File: config.mk
export PLATFORM = sky130hd
export DESIGN_NAME = uart_rx_fifo
export DESIGN_NICKNAME = d
export VERILOG_FILES = /design/src/rtl/uart_rx_fifo.sv
export SDC_FILE = /design/constraint.sdc
export NUM_CORES = 1
export LEC_CHECK = 0
export BUFFER_PORTS_ARGS = -buffer_cell sky130_fd_sc_hd__clkbuf_2
export CAP_MARGIN = 20
export CORE_UTILIZATION = 60
export CTS_CLUSTER_SIZE = 30
export DETAILED_ROUTE_END_ITERATION = 16
export GPL_ROUTABILITY_DRIVEN = 0
export PLACE_DENSITY = 0.78
export SLEW_MARGIN = 20
export SYNTH_ARGS = -nofsm -noshare
export SYNTH_HDL_FRONTEND = slang
export SYNTH_SLANG_ARGS = --single-unit
File: constraint.sdc
create_clock -name clock_i -period 4.7 [get_ports clock_i]
set_clock_uncertainty 0.05 [all_clocks]
set_input_delay 0 -clock clock_i [delete_from_list [all_inputs] [get_ports clock_i]]
set_output_delay 0 -clock clock_i [all_outputs]
set_load 0.03 [all_outputs]
File: src/rtl/uart_rx_fifo.sv
// uart_rx_fifo: byte FIFO behind a UART receiver with ack handshake; define UART_RX_FIFO_FWFT_EN for first-word fall-through reads
module uart_rx_fifo #(
  parameter int ADDR_WIDTH = 4,
  parameter int ALMOST_FULL_LEVEL = 12
) (
  input  logic                  clock_i,
  input  logic                  reset_i,
  input  logic [7:0]            rx_data_i,
  input  logic                  rx_ready_i,
  output logic                  rx_ack_o,
  input  logic                  rd_en_i,
  output logic [7:0]            rd_data_o,
  output logic                  rd_valid_o,
  output logic [ADDR_WIDTH:0]   count_o,
  output logic                  empty_o,
  output logic                  full_o,
  output logic                  almost_full_o
);
  localparam int DEPTH = 1 << ADDR_WIDTH;
  localparam logic [ADDR_WIDTH:0] DEPTH_C = (ADDR_WIDTH+1)'(DEPTH);
  localparam logic [ADDR_WIDTH:0] AF_C = (ADDR_WIDTH+1)'(ALMOST_FULL_LEVEL);
  typedef enum logic [1:0] {CAP_IDLE = 2'd0, CAP_ACK = 2'd1, CAP_RELEASE = 2'd2} cap_state_e;
  cap_state_e state_q, state_d;
  logic [7:0] mem_q [DEPTH];
  logic [ADDR_WIDTH-1:0] wr_ptr_q, wr_ptr_d, rd_ptr_q, rd_ptr_d;
  logic [ADDR_WIDTH:0] count_q, count_d;
  logic wr_en, pop_en;
  assign count_o = count_q;
  assign empty_o = count_q == '0;
  assign full_o = count_q == DEPTH_C;
  assign almost_full_o = count_q >= AF_C;
  assign rx_ack_o = state_q == CAP_ACK;
  assign pop_en = rd_en_i && !empty_o;
  // capture handshake: take one byte, pulse ack, then wait for the receiver to drop ready
  always_comb begin
    state_d = CAP_IDLE;
    wr_en = 1'b0;
    case (state_q)
      CAP_IDLE: begin
        wr_en = rx_ready_i && !full_o;
        state_d = wr_en ? CAP_ACK : CAP_IDLE;
      end
      CAP_ACK: state_d = CAP_RELEASE;
      CAP_RELEASE: state_d = rx_ready_i ? CAP_RELEASE : CAP_IDLE;
      default: state_d = CAP_IDLE;
    endcase
  end
  // pointer and occupancy next-state; pointers wrap naturally at the power-of-two depth
  always_comb begin
    wr_ptr_d = wr_en ? wr_ptr_q + 1'b1 : wr_ptr_q;
    rd_ptr_d = pop_en ? rd_ptr_q + 1'b1 : rd_ptr_q;
    count_d = count_q + (ADDR_WIDTH+1)'(wr_en) - (ADDR_WIDTH+1)'(pop_en);
  end
  // control state registers
  always_ff @(posedge clock_i) begin
    if (reset_i) begin
      state_q <= CAP_IDLE;
      wr_ptr_q <= '0;
      rd_ptr_q <= '0;
      count_q <= '0;
    end else begin
      state_q <= state_d;
      wr_ptr_q <= wr_ptr_d;
      rd_ptr_q <= rd_ptr_d;
      count_q <= count_d;
    end
  end
  // storage array, never cleared
  always_ff @(posedge clock_i) begin
    if (wr_en && !reset_i) mem_q[wr_ptr_q] <= rx_data_i;
  end
`ifdef UART_RX_FIFO_FWFT_EN
  assign rd_valid_o = !empty_o;
  assign rd_data_o = empty_o ? 8'h00 : mem_q[rd_ptr_q];
`else
  logic [7:0] rd_data_q;
  logic rd_valid_q;
  // registered read port: data lands the cycle after a pop and holds otherwise
  always_ff @(posedge clock_i) begin
    if (reset_i) begin
      rd_data_q <= 8'h00;
      rd_valid_q <= 1'b0;
    end else begin
      rd_valid_q <= pop_en;
      if (pop_en) rd_data_q <= mem_q[rd_ptr_q];
    end
  end
  assign rd_data_o = rd_data_q;
  assign rd_valid_o = rd_valid_q;
`endif
endmodule

---- Word-level counts from Yosys, hierarchy flattened ----
Memory sizes are Yosys's and may differ from the RTL's. A register that Yosys moved wholly into a read port is not among the register bits.
Cells that the tools add are included.
storage, ports and cells
  register bits ........................... 16
  bits in writable memories ............... 128
  input port bits ......................... 12
  output and inout port bits .............. 18
  word-level logic and storage cells ...... 28
  memories ................................ 1
memories
  memory  depth  bits a word  read ports  clocked after Yosys merged registers in  wr ports  RTL line  source
  mem_q   16     8            1           1                                        1         24        logic [7:0] mem_q [DEPTH];
cells by class
  add/sub/neg operators ................... 4
  $lt $le $gt $ge ......................... 1
  equality and inequality tests ........... 3
  multiplexer cells ....................... 6
  reductions and logical operators ........ 8
operator list
  operator                                                                             number
  4-bit by 1-bit adder with 4-bit output, second input constant                        2
  2-bit case mux with 3 select lines                                                   1
  5-bit by 1-bit adder with 5-bit output                                               1
  5-bit == test, second input constant                                                 1
  5-bit by 4-bit greater-or-equal comparator with 1-bit output, second input constant  1
  5-bit zero test                                                                      1
  5-bit by 1-bit subtractor with 5-bit output                                          1
  1-bit 2-to-1 mux                                                                     4
  1-bit logical AND                                                                    3
  1-bit zero test                                                                      3
  2-bit by 1-bit == test with 1-bit output, second input constant                      1
  2-bit == test, second input constant                                                 1
  2-bit zero test                                                                      1
  2-bit 2-to-1 mux                                                                     1

---- Depth between registers and ports, before layout ----
Gate-level depths: netlist of the first run.
  depth after elaboration ................. 7
  gate-level depth with buffers ........... 13
  gate-level depth less buffers ........... 13

---- Worst setup path before layout of the first run ----
OpenSTA, ideal clock, no wires.
  kind .................................... reg2reg
  from .................................... register count_q[2] (netlist: count_o[2])
  to ...................................... register count_q[4] (netlist: count_o[4])
  setup time .............................. 118 ps
  arrival ................................. 2800 ps
  required time ........................... 4532 ps
  slack ................................... 1732 ps
  stages on the path, launching flop included .. 14
  path buffers ............................ 0
  clock period less this slack ............ 2968 ps
  path through ............................ dfxtp_1 -> inv_1 -> ha_1 -> and4bb_4 -> nor3_2 -> inv_1 -> ha_1 -> inv_1 -> ha_1 -> fa_1 -> a21oi_1 -> o21bai_1 -> xnor2_1 -> nor2_1
between the ends
  cells in the longest elaborated chain, start to end .. 6
  elaborated cells on any way between the ends .. 9
  those cells by class .................... add/sub: 2; eq/ne: 1; mux: 1; reduce/logical: 5
RTL lines
  what                                         RTL line  source
  start, declared                              26        logic [ADDR_WIDTH:0] count_q, count_d;
  start signal, assigned                       65        count_q <= count_d;
  5-bit == test                                30        assign full_o = count_q == DEPTH_C;
  net full_o                                   16        output logic full_o,
  1-bit zero test                              40        wr_en = rx_ready_i && !full_o;
  1-bit logical AND                            40
  1-bit 2-to-1 mux                             38        case (state_q)
  5-bit by 1-bit adder with 5-bit output       52        count_d = count_q + (ADDR_WIDTH+1)'(wr_en) - (ADDR_WIDTH+1)'(pop_en);
  5-bit by 1-bit subtractor with 5-bit output  52
The timed path passes the listed nets, and every way through them passes these cells.
A chain may end at the register's enable or synchronous reset.

---- Worst setup path after layout of the first run ----
  from .................................... register count_q[2] (netlist: count_o[2])
  to ...................................... register count_q[4] (netlist: count_o[4])
between the ends
  elaborated cells on any way between the ends .. 9
  those cells by class .................... add/sub: 2; eq/ne: 1; mux: 1; reduce/logical: 5
RTL lines
  what                                         RTL line  source
  5-bit zero test                              29        assign empty_o = count_q == '0;
  1-bit zero test                              33        assign pop_en = rd_en_i && !empty_o;
  1-bit logical AND                            33
  net pop_en                                   27        logic wr_en, pop_en;
  5-bit by 1-bit subtractor with 5-bit output  52
The timed path passes the listed nets, and every way through them passes these cells.

==> reports/results.ini, run 1 <==
[timing]
worstMarginPinSlew_ps = 966.6
period_needed_ps = 3327
timing.hold.ws_ps = 403.0
slew_headroom = 0.3532
setup_viol = 0
max_freq_ghz = 0.3006
final_hold_viol_count = 0
slew_violations = 0
fin_tns_setup_ps = 0
rsz0062_at_grt = no
fin_crit_sh = 0.7079

[yosys]
synth_nets = 358
synth_edf_count = 128
synth_cell_type_count = 34
synth_warnings = 0
ys_seq_area_frac = 0.7116
synthCells = 332
syn_avg_cell_area_um2 = 18.30
synth-main-ff-cell = edfxtp_1
ys_async_sr_fraction = 0
ys_ff_latch = 152
syn_area_um2 = 6077

[route]
routed_wl_um = 11140
first_iter_violations = 191
ant_nets = 0
first_pass_iters = 5
via_count = 3079
drc_errors = 0
via_per_inst = 5.854
routedWlPerCell_um = 21.18

[floorplanning]
start_util = 0.6217
die_h_um = 102.6
die_w_um = 102.6
rows = 36
ioPinCount = 30
die_area_um2 = 10540
core_area_um2 = 9774

[worst_setup_path]
reg2reg_to = count_o[4]$_SDFF_PP0_
r2r-start = count_o[2]$_SDFF_PP0_
worstPathMaxFanout = 14
cp.arrival_ps = 3660
setup.worst_path.end_class = flip-flop
rrSetupSlack_ps = 1370
crit_type = flip-flop to flip-flop
required_ps = 5040
worst-r2r-cell-count = 13
cp-start-kind = flip-flop

[worst_hold_path]
holdCritStartpoint = rx_data_i[1]
hold-path-endpoint = mem_q[4][1]$_DFFE_PP_
hold_depth = 2
hp-class = primary input to flip-flop

[power_and_ir_drop]
p_clk_frac = 0.343
peakVddDrop_v = 0.0002615
power.density_nw_per_um2 = 504.5
switchingPower_uw = 988.7
swShare = 0.2808
power.internal_mw = 2.532
combPwrFrac = 0.202
leakage_nw = 2.328
seq_power_share = 0.455

[place]
dp_cells = 481
dp_hpwl_um = 6688
io_buffers = 29

[cts]
clk_latency_ps = 520
cts_root_buf = clkbuf_8
cts_setup_buffers = 0
cts_resized = 0
cts_hold_buf = 13
cts_made_buffers = 17
clockBufferDepth = 2
clk_pin_slew_worst_paths_ps = 60
clock_sinks = 152
cts_tree = built
cts_max_level = 4

[global_route]
antenna_found_initial = 0
grt-ovfl-total = 0
grt_start_max_net_pins = 35
gr-usage-all-layers = 0.2378
grt_pass1_wl_um = 17110
grt_pass1_vias = 3179

[cells_and_area]
fin_cells = 526
drive_gt1_frac = 0.2519
area_growth_pct = 14.84
fillers = 612
layout.nets = 406
insertedDiodeCount = 0

[run]
maxCapViolCount = 0

[outcome]
outcome = complete, no violations

layout make-up:
class                      count  area (µm²)  share of cell area
clock buffer                  20       425.4             0.06095
clock inverter                12       103.9             0.01488
timing repair buffer          45       297.8             0.04267
sequential                   152        4325              0.6198
tap                          133       166.4             0.02384
multi-input combinational    152        1615              0.2314
inverter                      12       45.04            0.006454
flip-flops by register name, indices dropped and copies added, names as in the netlist:
| signal | count |
|---|---|
| rd_data_o | 8 |
| count_o | 5 |
| wr_ptr_q | 4 |
| rd_valid_o | 1 |
| mem_q | 128 |
| rd_ptr_q | 4 |
| state_q | 2 |
cell usage in the layout (no fill, tap or decap), types with 5 or more instances in the layout:
master           n
edfxtp_1       128
clkinvlp_4       5
dfxtp_1         23
nand2_1          9
a21oi_1          6
ha_1            13
dlygate4sd3_1   13
mux2i_1         16
inv_1           12
clkbuf_2        29
nand3b_1        10
mux4_2          32
nor2_1          27
clkbuf_16       16
o221ai_1         8
xnor2_1          6
worst max path at each step:
stage                               start                    end  slack, ps
floorplan           count_o[2]$_SDFF_PP0_  count_o[4]$_SDFF_PP0_       1730
global placement    count_o[2]$_SDFF_PP0_  count_o[4]$_SDFF_PP0_       1570
detailed placement  count_o[2]$_SDFF_PP0_  count_o[4]$_SDFF_PP0_       1420
CTS                 count_o[2]$_SDFF_PP0_  count_o[4]$_SDFF_PP0_       1400
global route        count_o[2]$_SDFF_PP0_  count_o[4]$_SDFF_PP0_       1160
finish              count_o[2]$_SDFF_PP0_  count_o[4]$_SDFF_PP0_       1370
layer usage:
| metal | up-vias | share of wire | routed length, µm | track usage |
|---|---|---|---|---|
| li1 | 1402 | - | - | - |
| met1 | 1545 | 0.41 | 4555 | 0.2990 |
| met2 | 117 | 0.52 | 5825 | 0.3964 |
| met3 | 15 | 0.053 | 587 | 0.06305 |
| met4 | 0 | 0.015 | 172 | 0.09670 |
| met5 | - | 0 | 0 | 0 |
cells in the mapped netlist (4+ instances only):
master | number | area [µm²]
a21oi_1 | 6 | 30.03
o221ai_1 | 8 | 70.07
mux2i_1 | 16 | 160.2
ha_1 | 13 | 162.7
dfxtp_1 | 24 | 480.5
edfxtp_1 | 128 | 3844
mux4_2 | 32 | 720.7
xnor2_1 | 6 | 52.55
inv_1 | 12 | 45.04
nand2_1 | 9 | 33.78
nand3b_1 | 10 | 75.07
buf_2 | 8 | 40.04
buf_4 | 4 | 30.03
nor2_1 | 27 | 101.4
metrics by stage:
stage	power [mW]	cell area (µm²)	setup WS (ps)	utilization
6_report	3.521	6979	1373	0.7140
5_1_grt	3.667	6979	1156	0.7140
4_1_cts	3.543	6979	1397	0.7140
3_5_place_dp	2.333	6320	1418	0.6466
3_3_place_gp	2.308	6320	1575	0.6466
2_1_floorplan	2.156	6077	1732	-
power groups by stage:
stage | sequential, mW | clock (mW) | combinational, mW
floorplan | 1.67 | 0 | 0.486
global placement | 1.63 | 0 | 0.681
detailed placement | 1.63 | 0 | 0.701
CTS | 1.60 | 1.22 | 0.716
global route | 1.61 | 1.28 | 0.780
finish | 1.60 | 1.21 | 0.710
critical path, stage by stage, from the launching register on:
cell and delay [ps]:
dfxtp_1 350, inv_1 90, ha_1 160, or4b_1 500
nand2_1 390, inv_1 200, ha_1 320, inv_1 40
ha_1 190, fa_1 410, a21oi_1 170, o21bai_1 100
xnor2_1 160, nor2_1 60
cell families (layout without fill, tap and decap cells):
logic type	after synthesis	after routing	share of synthesized area
multiplexers	48	48	0.1449
buffers and inverters	28	89	0.02265
adder cells (fa/ha/maj)	14	14	0.03006
XOR/XNOR	8	8	0.01153
AND/OR/NAND/NOR	64	64	0.05786
AO/OA/AOI/OAI	18	18	0.02141
flip-flops	152	152	0.7116
Note: power is estimated with default switching activity, not from simulation.
==> inputs of run 2 (changes only) <==
Settings changed: CORE_UTILIZATION 60 to 55, PLACE_DENSITY 0.78 to 0.76.
Clock period 4.7 ns to 3 ns, I/O delays scaled along.
==> run 2 against run 1 <==
Effect of this change:
- sequential cell count is the same
- combinational power grew 63%
- highest routed layer unchanged
- clock power grew 78%
- final cell count grew 4.6%
- count of clock-buffer cells in the layout shrank 3
- sequential power grew 56%
- die area grew 8.9%
- via count grew 1.5%
- first-iteration DRC count grew 20%
==> reports/results.ini, run 2 (synthesis results as in run 1) <==
[cts]
clockBufferDepth = 2
cts_tree = built
cts_setup_buffers = 0
cts_made_buffers = 17
clk_pin_slew_worst_paths_ps = 70
clk_latency_ps = 530
cts_max_level = 4
clock_sinks = 152
cts_root_buf = clkbuf_8

[cells_and_area]
drive_gt1_frac = 0.2976
area_growth_pct = 18.67
mostFrequentLayoutCells = edfxtp_1 (128), mux4_2 (32), clkbuf_2 (29)
layout.nets = 424
insertedDiodeCount = 0
fillers = 711
final_cell_area_um2 = 7212
final_common_cell = edfxtp_1
largest_reg_flops = 128
top_register = mem_q

[worst_setup_path]
crit_type = flip-flop to flip-flop
cp-startpoint = count_o[2]$_SDFF_PP0_
worst-r2r-cell-count = 13
r2r-start = count_o[2]$_SDFF_PP0_
worstPathMaxFanout = 5
cp-start-kind = flip-flop
cp.arrival_ps = 3170
setup.worst_path.end_class = flip-flop
required_ps = 3340

[power_and_ir_drop]
combPwrFrac = 0.200
peakVddDrop_v = 0.0006826
power.density_nw_per_um2 = 805.1
seq_power_share = 0.430
power.internal_mw = 4.194
swShare = 0.2776
leakage_nw = 2.473
switchingPower_mw = 1.612
p_clk_frac = 0.370

[global_route]
grt_pass1_wl_um = 17360
antenna_found_initial = 0
grt_pass1_vias = 3211
grt-ovfl-total = 0
gr-usage-all-layers = 0.2176
grt_start_max_net_pins = 35

[floorplanning]
die_area_um2 = 11470
rows = 38
die_h_um = 107.1
ioPinCount = 30
start_util = 0.5631
die_w_um = 107.1
core_area_um2 = 10790

[timing]
slew_headroom = 0.6206
period_needed_ps = 2833
worstMarginPinSlew_ps = 569.2
max_freq_ghz = 0.3530
rsz0062_at_grt = no
fin_tns_setup_ps = 0
slew_violations = 0
final_hold_viol_count = 0
setup_viol = 0
fin_crit_sh = 0.9444

[route]
first_pass_iters = 4
routed_wl_um = 11060
routedWlPerCell_um = 20.11
via_count = 3126
first_iter_violations = 229
ant_nets = 0
drc_errors = 0
via_per_inst = 5.684

[place]
dp_hpwl_um = 6799
place_area_um2 = 6476
io_buffers = 29

[worst_hold_path]
holdCritStartpoint = rx_data_i[0]
hold_depth = 2
hp-class = primary input to flip-flop

[run]
maxCapViolCount = 0

[outcome]
outcome = complete, no violations

run 2: worst paths after layout:
kind	slack (ps)	to
worst max-delay path	170	count_o[4]$_SDFF_PP0_
worst min-delay path	360	mem_q[12][0]$_DFFE_PP_
worst max register to register	170	count_o[4]$_SDFF_PP0_
worst min register to register	460	rd_data_o[2]$_SDFFE_PP0P_
run 2: final cells by class:
class | count | area, µm² | area share
Inverter | 12 | 45.04 | 0.006246
Multi-Input combinational cell | 152 | 1622 | 0.2248
Timing Repair Buffer | 63 | 445.4 | 0.06176
Tap cell | 140 | 175.2 | 0.02429
Sequential cell | 152 | 4325 | 0.5998
Clock buffer | 17 | 414.1 | 0.05743
Clock inverter | 14 | 185.2 | 0.02568
run 2: repair_timing:
action,in CTS,in global routing
hold buffers,13,0
gates resized for setup,0,2
setup endpoints to repair,0,1
hold endpoints to repair,151,0
run 2: metal layers:
metal	vias up	wire [µm]	share of wire	global-route usage
met2	92	5521	0.50	0.3553
met3	11	707	0.064	0.05957
met4	0	121	0.011	0.08415
li1	1430	-	-	-
met1	1593	4711	0.43	0.2796
met5	-	0	0	0
run 2: through the flow:
stage | setup slack (ps) | cells | utilization | hold slack [ps] | power, mW
floorplan | 32.29 | 332 | - | 48.87 | 3.378
global placement | 212.4 | 506 | 0.6000 | 220.1 | 3.646
detailed placement | 85.21 | 506 | 0.6000 | 244.2 | 3.686
CTS | 54.65 | 550 | 0.6676 | 354.9 | 5.838
global route | 15.56 | 550 | 0.6682 | 390.3 | 6.029
finish | 166.9 | 550 | 0.6682 | 360.7 | 5.806
run 2: power groups by stage:
stage	logic [mW]	registers, mW	clock network [mW]
6_report	1.16	2.50	2.15
5_1_grt	1.26	2.52	2.25
4_1_cts	1.16	2.50	2.18
3_5_place_dp	1.14	2.54	0
3_3_place_gp	1.11	2.53	0
2_1_floorplan	0.762	2.62	0
run 2: critical path: stages (launching register included):
cell	delay, ps
dfxtp_1	350
inv_1	100
ha_1	180
or4b_4	490
nand2_1	100
inv_1	100
ha_1	300
inv_1	40
ha_1	200
fa_2	360
a21oi_1	130
o21bai_1	90
xnor2_1	140
nor2_1	60
==> inputs of run 3 (changes only) <==
Settings changed: CORE_UTILIZATION 55 to 60, PLACE_DENSITY 0.76 to 0.78.
Clock period 3 ns to 3.5 ns, I/O delays scaled along.
==> run 3 against run 2 <==
Effect of this change:
- count of clock-buffer cells in the layout stayed put
- via count is 1.2% lower
- largest cell class unchanged
- register-to-register slack better by 370 ps
- design area is 1.3% lower
- maximum frequency is 4.5% lower
- clock power is 21% lower
- first-iteration DRC count is 25% lower
- utilization is 6.0 points higher
==> reports/results.ini, run 3 (synthesis results as in run 1) <==
[cts]
cts_hold_buf = 13
clk_pin_slew_worst_paths_ps = 70
cts_made_buffers = 17
clk_latency_ps = 530
cts_tree = built
cts_setup_buffers = 0
cts_root_buf = clkbuf_8
clock_sinks = 152
cts_max_level = 4
clockBufferDepth = 2
cts_resized = 0

[cells_and_area]
fin_util = 0.7284
final_cell_area_um2 = 7119
layout.nets = 421
largest_reg_flops = 128
fillers = 580
insertedDiodeCount = 0
final_common_cell = edfxtp_1
area_growth_pct = 17.15
drive_gt1_frac = 0.2868
mostFrequentLayoutCells = edfxtp_1 (128), mux4_2 (32), clkbuf_2 (29)
top_register = mem_q

[route]
wl_met2_um = 5894
ant_nets = 0
first_iter_violations = 171
routed_wl_um = 11360
via_per_inst = 5.712
m1WireLength_um = 4675
route.met3.wl_um = 546
via_count = 3090
maxUsedRoutingLayer = met4
first_pass_iters = 4
routedWlPerCell_um = 20.99
drc_errors = 0

[timing]
period_needed_ps = 2968
timing.hold.ws_ps = 391.5
rsz0062_at_grt = no
setup_ws_ps = 532.2
fin_tns_setup_ps = 0
max_freq_ghz = 0.3370
fin_crit_sh = 0.8479
setup_viol = 0
worstMarginPinSlew_ps = 1024
final_hold_viol_count = 0
slew_violations = 0
slew_headroom = 0.3161

[floorplanning]
die_w_um = 102.6
die_area_um2 = 10540
rows = 36
core_area_um2 = 9774
die_h_um = 102.6
start_util = 0.6217
ioPinCount = 30

[worst_hold_path]
hp-class = primary input to flip-flop

[worst_setup_path]
crit_type = flip-flop to flip-flop
path_cells = inv_1, ha_1, and4bb_4, nor3_2, inv_1, ha_1, inv_1, ha_1, fa_1, a21oi_1, o21bai_1, xnor2_1, nor2_1
slowest_delay_ps = 410
critical-path-slowest-cell = fa_1
setup.worst_path.end_class = flip-flop
cp-start-kind = flip-flop
required_ps = 3850
worstPathMaxFanout = 6
cp.arrival_ps = 3310

[global_route]
grt_pass1_vias = 3218
antenna_found_initial = 0
grt_pass1_wl_um = 17070
gr-usage-all-layers = 0.2395
grt_start_max_net_pins = 35
grt-ovfl-total = 0

[place]
dp_hpwl_um = 6983
io_buffers = 29
post-place-ws_ps = 522.5
place_area_um2 = 6432

[power_and_ir_drop]
leakage_nw = 2.423
power.density_nw_per_um2 = 676.6
peakVddDrop_v = 0.0004401

[run]
maxCapViolCount = 0

[outcome]
outcome = complete, no violations

[run 3: cell types whose count changed in the layout (fill, tap and decap cells not counted)]
| cell | change |
|---|---|
| clkinv_1 | +1 |
| fa_1 | +1 |
| fa_2 | -1 |
| buf_12 | -1 |
| buf_4 | -2 |
| or4b_4 | -1 |
| inv_6 | -1 |
| or4b_1 | +1 |
| clkinvlp_4 | +3 |
| bufinv_16 | -2 |
[run 3: layout make-up]
class	instances	area, µm²	share of cell area
multi-input combinational	152	1615	0.2269
tap	133	166.4	0.02337
timing repair buffer	60	410.4	0.05765
inverter	12	45.04	0.006327
sequential	152	4325	0.6076
clock buffer	17	414.1	0.05817
clock inverter	15	142.6	0.02004
[run 3: final timing paths]
| check | slack, ps | to | cells after the start | startpoint |
|---|---|---|---|---|
| worst max register to register | 530 | count_o[4]$_SDFF_PP0_ | 13 | count_o[2]$_SDFF_PP0_ |
| worst min register to register | 470 | rd_data_o[4]$_SDFFE_PP0P_ | 2 | rd_data_o[4]$_SDFFE_PP0P_ |
| worst max-delay path | 530 | count_o[4]$_SDFF_PP0_ | 13 | count_o[2]$_SDFF_PP0_ |
| worst min-delay path | 390 | mem_q[12][2]$_DFFE_PP_ | 2 | rx_data_i[2] |
[run 3: power breakdown]
| group | leakage, nW | switching [mW] | internal [mW] |
|---|---|---|---|
| clock network | 0.259 | 0.738 | 0.956 |
| registers | 1.35 | 0.134 | 2.05 |
| logic | 0.814 | 0.514 | 0.420 |
[run 3: stage by stage]
stage	instances	power, mW
floorplan	332	2.896
global placement	496	3.114
detailed placement	496	3.147
CTS	541	4.844
global route	541	5.010
finish	541	4.817
[run 3: critical path: cells and delay by family, from the launching register on]
kind | cells | cell delay, ps
AND/OR/NAND/NOR | 3 | 620
XOR/XNOR | 1 | 150
flip-flops | 1 | 400
AO/OA/AOI/OAI | 2 | 230
buffers and inverters | 3 | 270
adder cells (fa/ha/maj) | 4 | 1110
[run 3: layer usage]
layer,up-vias,global-route usage
met2,87,0.3985
met3,21,0.06915
li1,1432,-
met4,0,0.1033
met1,1550,0.2950
met5,-,0
